## config.mk

```make
export PLATFORM = sky130hd
export DESIGN_NAME = agu_sched
export DESIGN_NICKNAME = d
export VERILOG_FILES = /design/src/rtl/rv32i_types.sv /design/src/rtl/agu.sv /design/src/rtl/agu_sched.sv
export SDC_FILE = /design/constraint.sdc
export NUM_CORES = 1
export LEC_CHECK = 0
export CAP_MARGIN = 20
export CORE_ASPECT_RATIO = 0.9
export CORE_MARGIN = 3
export CORE_UTILIZATION = 40
export DETAILED_ROUTE_END_ITERATION = 8
export PLACE_DENSITY = 0.7
export SETUP_SLACK_MARGIN = 0.05
export SLEW_MARGIN = 0
export SYNTH_ARGS = -nofsm -noshare
export SYNTH_HDL_FRONTEND = slang
export SYNTH_SLANG_ARGS = --single-unit
```

## constraint.sdc

```tcl
create_clock -name clk -period 3.8 [get_ports clk]
set_clock_uncertainty 0.1 [all_clocks]
set_input_delay 0.76 -clock clk [delete_from_list [all_inputs] [get_ports clk]]
set_output_delay 0.76 -clock clk [all_outputs]
set_load 0.02 [all_outputs]
```

## src/rtl/rv32i_types.sv

```systemverilog
// Shared RV32I types and helpers for the memory-op address path.
package rv32i_types;

    // RV32I load/store funct3 size encodings (low two bits carry the size)
    localparam logic [2:0] MEM_B = 3'b000;
    localparam logic [2:0] MEM_H = 3'b001;
    localparam logic [2:0] MEM_W = 3'b010;

    // Field widths of a scheduler entry; agu_sched parameters default to these
    localparam int SCHED_ROB_W  = 5;
    localparam int SCHED_PREG_W = 6;

    typedef struct packed {
        logic                    valid;
        logic                    rdy;
        logic [SCHED_ROB_W-1:0]  rob_id;
        logic                    is_store;
        logic [2:0]              funct3;
        logic [SCHED_PREG_W-1:0] base_preg;
        logic [31:0]             base_val;
        logic [31:0]             imm;
    } agu_sched_entry_t;

    // Access-size alignment check; size code 11 has no legal alignment
    function automatic logic mem_misaligned(input logic [2:0] funct3,
                                            input logic [31:0] addr);
        logic r;
        case (funct3[1:0])
            MEM_B[1:0]: r = 1'b0;
            MEM_H[1:0]: r = addr[0];
            MEM_W[1:0]: r = |addr[1:0];
            default:    r = 1'b1;
        endcase
        return r;
    endfunction

endpackage

```

## src/rtl/agu.sv

```systemverilog
// Address generation unit: 32-bit modulo add of base and offset.
module agu (
    input  logic [31:0] a,
    input  logic [31:0] b,
    input  logic        is_mem_op,
    output logic [31:0] f
);

    // Carry out of bit 31 is dropped; idle unit drives zero
    always_comb begin
        f = is_mem_op ? (a + b) : 32'h0;
    end

endmodule

```

## src/rtl/agu_sched.sv

```systemverilog
// Age-ordered load/store scheduler feeding a single AGU, with CDB wakeup
// and a valid/ready output register toward the LSQ.
module agu_sched
    import rv32i_types::*;
#(
    parameter int DEPTH     = 4,
    parameter int ROB_IDX_W = SCHED_ROB_W,
    parameter int PREG_W    = SCHED_PREG_W
) (
    input  logic                 clk,
    input  logic                 rst,
    input  logic                 flush,
    input  logic                 disp_valid,
    output logic                 disp_ready,
    input  logic [ROB_IDX_W-1:0] disp_rob_id,
    input  logic                 disp_is_store,
    input  logic [2:0]           disp_funct3,
    input  logic [PREG_W-1:0]    disp_base_preg,
    input  logic                 disp_base_rdy,
    input  logic [31:0]          disp_base_val,
    input  logic [31:0]          disp_imm,
    input  logic                 cdb_valid,
    input  logic [PREG_W-1:0]    cdb_preg,
    input  logic [31:0]          cdb_data,
    output logic                 out_valid,
    input  logic                 out_ready,
    output logic [ROB_IDX_W-1:0] out_rob_id,
    output logic                 out_is_store,
    output logic [2:0]           out_funct3,
    output logic [31:0]          out_addr,
    output logic                 out_misaligned
);

    localparam int IDX_W = $clog2(DEPTH);
    localparam int CNT_W = IDX_W + 1;

    agu_sched_entry_t ent     [DEPTH];
    agu_sched_entry_t ent_wk  [DEPTH];
    agu_sched_entry_t ent_sh  [DEPTH];
    agu_sched_entry_t ent_nxt [DEPTH];
    agu_sched_entry_t new_ent;

    logic [CNT_W-1:0] count, count_nxt, wr_pos;
    logic [IDX_W-1:0] sel_idx;
    logic             has_cand, issue, disp_fire;
    logic [31:0]      agu_a, agu_b, agu_f;
    logic             agu_op;

    assign disp_ready = (count != CNT_W'(DEPTH));
    assign disp_fire  = disp_valid && disp_ready;
    assign issue      = has_cand && (!out_valid || out_ready);

    // Oldest ready entry: scan from the top so the lowest index wins
    always_comb begin
        has_cand = 1'b0;
        sel_idx  = '0;
        for (int i = DEPTH - 1; i >= 0; i--) begin
            if (ent[i].valid && ent[i].rdy) begin
                has_cand = 1'b1;
                sel_idx  = IDX_W'(i);
            end
        end
    end

    // AGU operands are zeroed when nothing issues
    always_comb begin
        agu_op = issue;
        agu_a  = issue ? ent[sel_idx].base_val : 32'h0;
        agu_b  = issue ? ent[sel_idx].imm      : 32'h0;
    end

    agu u_agu (
        .a         (agu_a),
        .b         (agu_b),
        .is_mem_op (agu_op),
        .f         (agu_f)
    );

    // Incoming entry; a same-cycle CDB hit on its tag makes it ready at once
    always_comb begin
        new_ent           = '0;
        new_ent.valid     = 1'b1;
        new_ent.rob_id    = disp_rob_id;
        new_ent.is_store  = disp_is_store;
        new_ent.funct3    = disp_funct3;
        new_ent.base_preg = disp_base_preg;
        new_ent.imm       = disp_imm;
        new_ent.rdy       = disp_base_rdy;
        new_ent.base_val  = disp_base_val;
        if (!disp_base_rdy && cdb_valid && (cdb_preg == disp_base_preg)) begin
            new_ent.rdy      = 1'b1;
            new_ent.base_val = cdb_data;
        end
    end

    // Wakeup in place, then compact over the issued slot, then append
    always_comb begin
        for (int i = 0; i < DEPTH; i++) begin
            ent_wk[i] = ent[i];
            if (ent[i].valid && !ent[i].rdy && cdb_valid && (ent[i].base_preg == cdb_preg)) begin
                ent_wk[i].rdy      = 1'b1;
                ent_wk[i].base_val = cdb_data;
            end
        end
        ent_sh[DEPTH-1] = '0;
        for (int i = 0; i < DEPTH - 1; i++) begin
            ent_sh[i] = ent_wk[i+1];
        end
        wr_pos = count - CNT_W'(issue);
        for (int i = 0; i < DEPTH; i++) begin
            ent_nxt[i] = (issue && (i >= int'(sel_idx))) ? ent_sh[i] : ent_wk[i];
            if (disp_fire && (CNT_W'(i) == wr_pos)) begin
                ent_nxt[i] = new_ent;
            end
        end
        count_nxt = count + CNT_W'(disp_fire) - CNT_W'(issue);
    end

    // Queue state; flush drops every entry regardless of other activity
    always_ff @(posedge clk) begin
        if (rst || flush) begin
            count <= '0;
            for (int i = 0; i < DEPTH; i++) ent[i] <= '0;
        end else begin
            count <= count_nxt;
            for (int i = 0; i < DEPTH; i++) ent[i] <= ent_nxt[i];
        end
    end

    // Output register: load on issue, drop on accept, hold under backpressure
    always_ff @(posedge clk) begin
        if (rst) begin
            out_valid      <= 1'b0;
            out_rob_id     <= '0;
            out_is_store   <= 1'b0;
            out_funct3     <= 3'b0;
            out_addr       <= 32'h0;
            out_misaligned <= 1'b0;
        end else if (flush) begin
            out_valid <= 1'b0;
        end else if (issue) begin
            out_valid      <= 1'b1;
            out_rob_id     <= ent[sel_idx].rob_id;
            out_is_store   <= ent[sel_idx].is_store;
            out_funct3     <= ent[sel_idx].funct3;
            out_addr       <= agu_f;
            out_misaligned <= mem_misaligned(ent[sel_idx].funct3, agu_f);
        end else if (out_ready) begin
            out_valid <= 1'b0;
        end
    end

endmodule

```

### After elaboration in Yosys (flattened, before gate mapping)

Memories as Yosys holds them, arrays and structs flattened.
Cells that the tools add are included.

* bits in registers: 46
* bits in writable memories: 324
* input port bits: 124
* word-level logic and storage cells: 111
* memories kept: 1

* add/subtract/negate cells: 4
* order comparisons: 3
* equal/unequal tests: 11
* muxes and demuxes: 39
* bitwise gates (word level): 5
* reduce and logical (&&, ||, !) cells: 41

Memories
* ent: words 4, width 81, rd ports 5, clocked after memory_dff 0, write ports 4, line agu_sched.sv:37 `agu_sched_entry_t ent [DEPTH];`

Operator list (count)
* 81-bit two-way mux: 12
* 32-bit two-way mux: 8
* 32-bit adder: 1
* 6-bit equality test: 5
* 1-bit logical AND: 27
* 1-bit two-way mux: 14
* 2-bit two-way mux: 4
* 2-bit by 3-bit equality test with 1-bit output, first input constant: 2
* 1-bit zero test: 6
* 3-bit by 1-bit subtractor with 3-bit output: 2
* 1-bit by 2-bit greater-or-equal comparator with 1-bit output, first input constant: 2
* 1-bit OR: 4
* 2-bit OR reduction: 2
* 3-bit by 1-bit adder with 3-bit output: 1
* 1-bit by 3-bit equality test with 1-bit output, first input constant: 1
* 3-bit zero test: 1
* 3-bit != test, second input constant: 1
* 1-bit case mux with 3 select lines: 1
* 2-bit by 1-bit equality test with 1-bit output, second input constant: 1
* 2-bit equality test, second input constant: 1
* 2-bit greater-or-equal comparator, first input constant: 1
* 2-bit zero test: 1
* 1-bit logical OR: 2
* 2-bit AND reduction: 1
* 2 further kinds: 2

### Logic depth before layout (Yosys ltp)

Gate-level depths: netlist of run 1.
An unclocked memory read counts as a cell.

* depth in word-level cells: 12
* mapped depth: 17

### Hierarchy

A second synthesis of run 1 with hierarchy kept.

* cells, all modules: 2571
* area total of the unflattened synthesis: 21220.4 sq um

By module, submodules not included
* agu_sched: times used 1, cells an instance 2273, area an instance 19271.0 sq um, seq. area each 7407.1 sq um
* agu: times used 1, cells an instance 298, area an instance 1949.4 sq um, seq. area each 0.0 sq um

### Least setup slack after synthesis of run 1

No wires, ideal clock.

* kind: flip-flop to flip-flop
* from: memory ent[1][79] in the netlist's numbering
* to: register out_addr[28]
* arrival time: 3704 ps
* required time: 3583 ps
* setup slack: -121 ps
* stages on the path, launching flop included: 18
* path buffers: 3
* cells stage by stage: dfxtp_1 > a22oi_2 > and2_1 > buf_2 > buf_2 > buf_2 > mux4_2 > and2_1 > ha_1 > inv_1 > fa_1 > nor2b_4 > o31a_1 > o31a_1 > a31oi_4 > o32ai_1 > or3_1 > a32o_1

RTL lines
* from (decl): line agu_sched.sv:37
* to (signal assigned): line agu_sched.sv:146 `out_addr <= agu_f;`
* to (decl): line agu_sched.sv:30 `output logic [31:0] out_addr,`

==> flow_metrics.env, run 1 <==
export IMPL_finalSetupViolations=6
export IMPL_critPathArrivalTime_ns=4.20
export IMPL_post_route_drc_count=0
export IMPL_fp_dieArea_um2=54820
export IMPL_cts_sinks=370
export IMPL_place_hpwl_um=48670
export IMPL_path_clk_slew_ns=0.06
export IMPL_worstPathMaxFanout=4
export IMPL_die_x_um=246.5
export IMPL_power_frac_comb_pct=9.4
export IMPL_tightestPinTransition_ns=1.111
export IMPL_violations="setup timing"
export IMPL_leakage_nw=9.603
export IMPL_via_count=20220
export IMPL_ys_ff_latch=370
export IMPL_grt_max_degree=208
export IMPL_power_density_nw_per_um2=330.7
export IMPL_drive_gt1_share_pct=20.63
export IMPL_fin_ws_ns=-0.05779
export IMPL_critical_path_class="reg -> reg"
export IMPL_synth_cell_type_count=75
export IMPL_synth_top_area_share_pct=35.58
export IMPL_clk_latency_ns=0.58
export IMPL_place_area_um2=24510
export IMPL_nNetsFinal=2783
export IMPL_io_pin_count=168
export IMPL_crit_slowest_cell="mux4_2"
export IMPL_utilization_pct=52.81
export IMPL_clock_tree_root_cell="clkbuf_16"
export IMPL_synth_nets=2535
export IMPL_start_kind="flop"
export IMPL_cts_tree="yes"
export IMPL_io_buffers=167
export IMPL_worstPathCellList="nand2_2 -> a32o_2 -> and2_4 -> buf_12 -> mux4_2 -> and2_4 -> ha_4 -> nor2b_4 -> o31a_1 -> buf_6 -> o31ai_4 -> a21oi_4 -> buf_6 -> o21a_1 -> buf_4 -> nor3_1 -> o31ai_1"
export IMPL_synthCells=2374
export IMPL_drv_slew=0
export IMPL_antenna_found_initial=9
export IMPL_grt_usage_pct=26.12
export IMPL_power_frac_seq_pct=44.8
export IMPL_wl_per_cell_um=22.20
export IMPL_relSlewSlack_pct=25.93
export IMPL_syn_area_um2=20820
export IMPL_start_util_pct=40.86
export IMPL_avgViaCountPerCell=6.060
export IMPL_cts_htree_levels=2
export IMPL_synth_area_leaders="dfxtp_1 (36%), mux4_2 (7.5%), mux2i_1 (6.5%)"
export IMPL_synth_seq_area_share_pct=35.58
export IMPL_finalHoldViolCount=0
export IMPL_yosys_warnings=0
export IMPL_synth_edf_count=0
export IMPL_grt_pass1_wl_um=114800
export IMPL_dp_slack_ns=-0.4709
export IMPL_p_int_mw=6.600
export IMPL_ant_nets=0
export IMPL_min_period_ns=3.858
export IMPL_yosysTopAreaCell="dfxtp_1"
export IMPL_dr_pass1_iters=6
export IMPL_numCtsBuffers=43
export IMPL_wirelength_um=74080
export IMPL_synth_most_common_cell="dfxtp_1"
export IMPL_synth_flop_cell="dfxtp_1"
export IMPL_holdCritPathClass="reg -> reg"
export IMPL_period_share_pct=101.5
export IMPL_p_sw_mw=2.297
export IMPL_drt_iter0_markers=2012
export IMPL_crit_required_ns=4.14
export IMPL_synth_common_cells="dfxtp_1 (370), nor2_1 (273), nand2_1 (265), a21oi_1 (141), mux2i_1 (135)"
export IMPL_status="finished, violations left"
export IMPL_max_stage_delay_ns=0.57
export IMPL_clock_power_share_pct=45.8
export IMPL_reg2reg_setup_slack_ns=-0.06
export IMPL_globalplace_congestion=0.9209
export IMPL_rsz0062_at_grt="true"
export IMPL_end_kind="flop"
export IMPL_async_flop_share_pct=0
export IMPL_area_delta_synth_final_pct=29.25
export IMPL_avgSynthCellArea_um2=8.769
export IMPL_ctsHoldBuffers=0
export IMPL_postLayoutCellArea_um2=26910
export IMPL_cts_buffer_depth=3
export IMPL_coreArea_um2=50940
export IMPL_grt_ovfl_total=0
export IMPL_peakVddDrop_v=0.0003247
export IMPL_die_h_um=222.4
export IMPL_p_sw_share_pct=25.82
export IMPL_placedCellCount=3227
export IMPL_max_freq_ghz=0.2592
export IMPL_final_cells=3337
export IMPL_grt_pass1_vias=20160
export IMPL_cap_violations=0
export IMPL_fin_tns_setup_ns=-0.2209
export IMPL_fp_row_count=78
==> final timing paths <==
check,end,depth (start not counted),startpoint
worst max-delay path,out_addr[26]$_SDFFE_PP0P_,17,ent[2][79]$_SDFF_PP0_
worst min-delay path,ent[0][62]$_SDFFE_PP0P_,2,ent[0][62]$_SDFFE_PP0P_
worst max register to register,out_addr[26]$_SDFFE_PP0P_,17,ent[2][79]$_SDFF_PP0_
worst min register to register,ent[0][62]$_SDFFE_PP0P_,2,ent[0][62]$_SDFFE_PP0P_
==> registers in the layout, indices dropped and copies added (netlist names) <==
signal / flops
count: 3
ent: 324
out_addr: 32
out_funct3: 3
out_is_store: 1
out_misaligned: 1
out_rob_id: 5
out_valid: 1
==> cell families (layout without fill, tap and decap cells) <==
kind of cell / count (synthesis) / after routing / share of synthesized area (%)
other cells: 0 / 5 / 0
compound gates: 686 / 686 / 23.37
mux: 236 / 236 / 15.69
simple gates: 767 / 767 / 16.32
buf+inv: 230 / 508 / 4.724
flops: 370 / 370 / 35.58
xor+xnor: 48 / 48 / 2.020
fa+ha+maj: 37 / 37 / 2.296
==> critical path: cells and delay by family, from the launching register on <==
kind	cells	cell delay, ns
buffers and inverters	4	0.54
and+or+nand+nor	5	0.76
adders and majority gates	1	0.21
DFF	1	0.33
muxes	1	0.57
AOI/OAI and AO/OA	6	1.20
==> metrics by stage <==
step                      power [mW]  hold slack (ns)
after CTS                      8.930           0.3517
after global placement         4.857           0.3348
after floorplan                4.476           0.3290
final                          8.898           0.3492
after detailed placement       4.878           0.3421
after global routing           9.157           0.3710
==> placed cells by master (no fill, tap or decap), types with 47 or more instances in the layout <==
| cell type | count |
|---|---|
| mux2i_1 | 134 |
| nand2_1 | 259 |
| o21ai_0 | 48 |
| nor2_1 | 268 |
| a211oi_1 | 129 |
| mux4_2 | 69 |
| a21oi_1 | 130 |
| a311oi_1 | 47 |
| buf_4 | 196 |
| clkdlybuf4s50_1 | 166 |
| o21ai_1 | 47 |
| dfxtp_1 | 368 |
| nand3_1 | 70 |
| o22a_1 | 64 |
==> power groups by stage <==
stage / Clock, mW / Combinational, mW / Sequential (mW)
after global placement: 0 / 0.788 / 4.07
after global routing: 4.28 / 0.887 / 3.99
final: 4.07 / 0.836 / 3.99
after CTS: 4.13 / 0.810 / 3.99
after floorplan: 0 / 0.415 / 4.06
after detailed placement: 0 / 0.805 / 4.07
==> area by class of cell <==
| type | instances | area [um^2] |
|---|---|---|
| Multi-Input combinational cell | 1774 | 13130 |
| Clock buffer | 53 | 1144 |
| Tap cell | 680 | 850.8 |
| Inverter | 15 | 57.56 |
| Sequential cell | 370 | 7410 |
| Timing Repair Buffer | 418 | 4091 |
| Fill cell | 4504 | 24040 |
| Clock inverter | 22 | 212.7 |
| Antenna cell | 5 | 12.51 |
==> layer usage <==
layer  track usage, %  part of all wire (%)  vias up
met5                0                 0.023        -
met4            10.34                   3.5        2
met3            5.285                   8.0      186
met2            42.44                    47      945
met1            33.99                    42     9848
li1                 -                     -     9240
==> timing repair <==
action                                  in CTS  in global routing
gates resized for setup                     85                 64
pin swaps                                   27                 45
gates cloned                                 0                  1
setup buffers                               20                  9
endpoints found under the setup margin      20                 52
Power figures use the tool's default switching activity.
==> run 2, diff against run 1 <==
--- a/config.mk
+++ b/config.mk
@@ -6,11 +6,10 @@
 export NUM_CORES = 1
 export LEC_CHECK = 0
 export CAP_MARGIN = 20
-export CORE_ASPECT_RATIO = 0.9
 export CORE_MARGIN = 3
-export CORE_UTILIZATION = 40
+export CORE_UTILIZATION = 35
 export DETAILED_ROUTE_END_ITERATION = 8
-export PLACE_DENSITY = 0.7
+export PLACE_DENSITY = 0.63
 export SETUP_SLACK_MARGIN = 0.05
 export SLEW_MARGIN = 0
 export SYNTH_ARGS = -nofsm -noshare
==> flow_metrics.env, run 2 (synthesis results as in run 1) <==
export IMPL_cts_sinks=370
export IMPL_worstReg2RegEnd="out_addr[22]$_SDFFE_PP0P_"
export IMPL_crit_required_ns=4.15
export IMPL_postLayoutCellArea_um2=27340
export IMPL_grt_pass1_vias=20370
export IMPL_globalplace_congestion=0.9014
export IMPL_final_cell_mix="dfxtp_1 (366), nand2_1 (258), nor2_1 (254)"
export IMPL_finalHoldViolCount=0
export IMPL_start_kind="flop"
export IMPL_violations="setup timing"
export IMPL_grt_max_degree=148
export IMPL_max_freq_ghz=0.2528
export IMPL_area_delta_synth_final_pct=31.31
export IMPL_clk_latency_ns=0.59
export IMPL_cts_htree_levels=2
export IMPL_drive_gt1_share_pct=22.55
export IMPL_holdPathStages=2
export IMPL_dp_slack_ns=-0.6028
export IMPL_ctsHoldBuffers=0
export IMPL_fp_row_count=88
export IMPL_end_kind="flop"
export IMPL_critical_path_class="reg -> reg"
export IMPL_coreArea_um2=58250
export IMPL_grt_ovfl_total=0
export IMPL_drt_iter0_markers=1745
export IMPL_avgViaCountPerCell=5.911
export IMPL_holdCritPathClass="reg -> reg"
export IMPL_r2r_start="ent[2][79]$_SDFF_PP0_"
export IMPL_layout_commonest_cell="dfxtp_1"
export IMPL_post_route_drc_count=0
export IMPL_place_hpwl_um=50010
export IMPL_fp_dieArea_um2=62440
export IMPL_rsz0062_at_grt="true"
export IMPL_reg2reg_setup_slack_ns=-0.15
export IMPL_routed_top_layer="met5"
export IMPL_largest_reg_flops=324
export IMPL_status="finished, violations left"
export IMPL_hp_start="ent[0][61]$_SDFFE_PP0P_"
export IMPL_relSlewSlack_pct=46.13
export IMPL_min_to="ent[0][61]$_SDFFE_PP0P_"
export IMPL_start_util_pct=35.74
export IMPL_wl_per_cell_um=22.57
export IMPL_die_x_um=249.9
export IMPL_die_h_um=249.9
export IMPL_io_pin_count=168
export IMPL_min_period_ns=3.955
export IMPL_worstPathMaxFanout=5
export IMPL_largest_register="ent"
export IMPL_final_cells=3441
export IMPL_power_total_mw=8.996
export IMPL_dr_pass1_iters=5
export IMPL_place_area_um2=24570
export IMPL_reg2reg_depth=17
export IMPL_cap_violations=0
export IMPL_met2WireLength_um=36690
export IMPL_routed_wl_met3_um=6070
export IMPL_critPathArrivalTime_ns=4.30
export IMPL_clock_tree_root_cell="clkbuf_16"
export IMPL_fin_ws_ns=-0.1550
export IMPL_grt_pass1_wl_um=117700
export IMPL_peakVddDrop_v=0.0003138
export IMPL_path_clk_slew_ns=0.06
export IMPL_io_buffers=167
export IMPL_leakage_nw=9.746
export IMPL_drv_slew=0
export IMPL_finalSetupViolations=12
export IMPL_cts_buffer_depth=3
export IMPL_reg_largest_list="ent: 324 flops, out_addr: 32 flops, out_rob_id: 5 flops"
export IMPL_utilization_pct=46.93
export IMPL_via_count=20340
export IMPL_grt_usage_pct=23.54
export IMPL_wirelength_um=77680
export IMPL_antenna_found_initial=7
export IMPL_nNetsFinal=2807
export IMPL_period_share_pct=104.1
export IMPL_holdWs_ns=0.3508
export IMPL_power_density_nw_per_um2=329.1
export IMPL_tightestPinTransition_ns=0.8080
export IMPL_ant_nets=0
export IMPL_numCtsBuffers=42
export IMPL_cts_tree="yes"
export IMPL_fin_tns_setup_ns=-0.8684
export IMPL_m1WireLength_um=31710
export IMPL_placedCellCount=3308
[run 2: cell count changes in the layout (fill, tap and decap cells not counted), sizes merged]
cell      delta
clkinvlp     -3
clkinv       -3
diode        -3
buf         +25
clkbuf       +5
inv          -2
[run 2: repair_timing]
item                                    CTS  global route
resized for setup                       139            63
pin swaps                                67            36
setup buffers                            38            23
endpoints found under the setup margin   24           105
gates cloned                              0             2
[run 2: worst max-delay path by stage]
stage,start,to,slack [ns],depth (start not counted)
2_1_floorplan,ent[1][80]$_SDFFE_PP0P_,out_addr[28]$_SDFFE_PP0P_,-0.01,15
3_3_place_gp,out_ready,out_addr[30]$_SDFFE_PP0P_,-0.52,15
3_5_place_dp,out_ready,out_addr[30]$_SDFFE_PP0P_,-0.60,15
4_1_cts,ent[2][80]$_SDFFE_PP0P_,out_addr[28]$_SDFFE_PP0P_,-0.13,15
5_1_grt,ent[2][79]$_SDFF_PP0_,out_addr[18]$_SDFFE_PP0P_,-0.24,16
6_report,ent[2][79]$_SDFF_PP0_,out_addr[22]$_SDFFE_PP0P_,-0.15,17
[run 2: area by class of cell]
type,count,area (um^2)
Multi-Input combinational cell,1774,13220
Sequential cell,370,7412
Clock inverter,14,163.9
Clock buffer,58,1232
Inverter,15,57.56
Fill cell,5312,30910
Antenna cell,2,5.005
Timing Repair Buffer,443,4285
Tap cell,765,957.2
[run 2: per-layer routing]
metal | vias to the layer above | GRT usage, %
met2 | 916 | 38.82
met5 | - | 0
met3 | 211 | 4.252
met4 | 4 | 10.38
li1 | 9294 | -
met1 | 9914 | 30.10
[run 2: worst max-delay path: stages, from the launching register on]
cell and delay (ns):
dfxtp_2 0.32, nand2_2 0.07, a32o_2 0.24, and2_4 0.27, mux4_2 0.57, and2_4 0.19
ha_4 0.15, inv_2 0.06, fa_2 0.23, nor2b_4 0.05, o31a_1 0.28, buf_4 0.16
o31ai_4 0.31, a21oi_4 0.15, buf_6 0.15, o211ai_1 0.23, mux2i_1 0.22, nand2_1 0.07
[run 2: where the power goes]
part | internal [mW] | switching, mW
combinational | 0.350 | 0.485
clock | 2.41 | 1.76
sequential | 3.95 | 0.0424
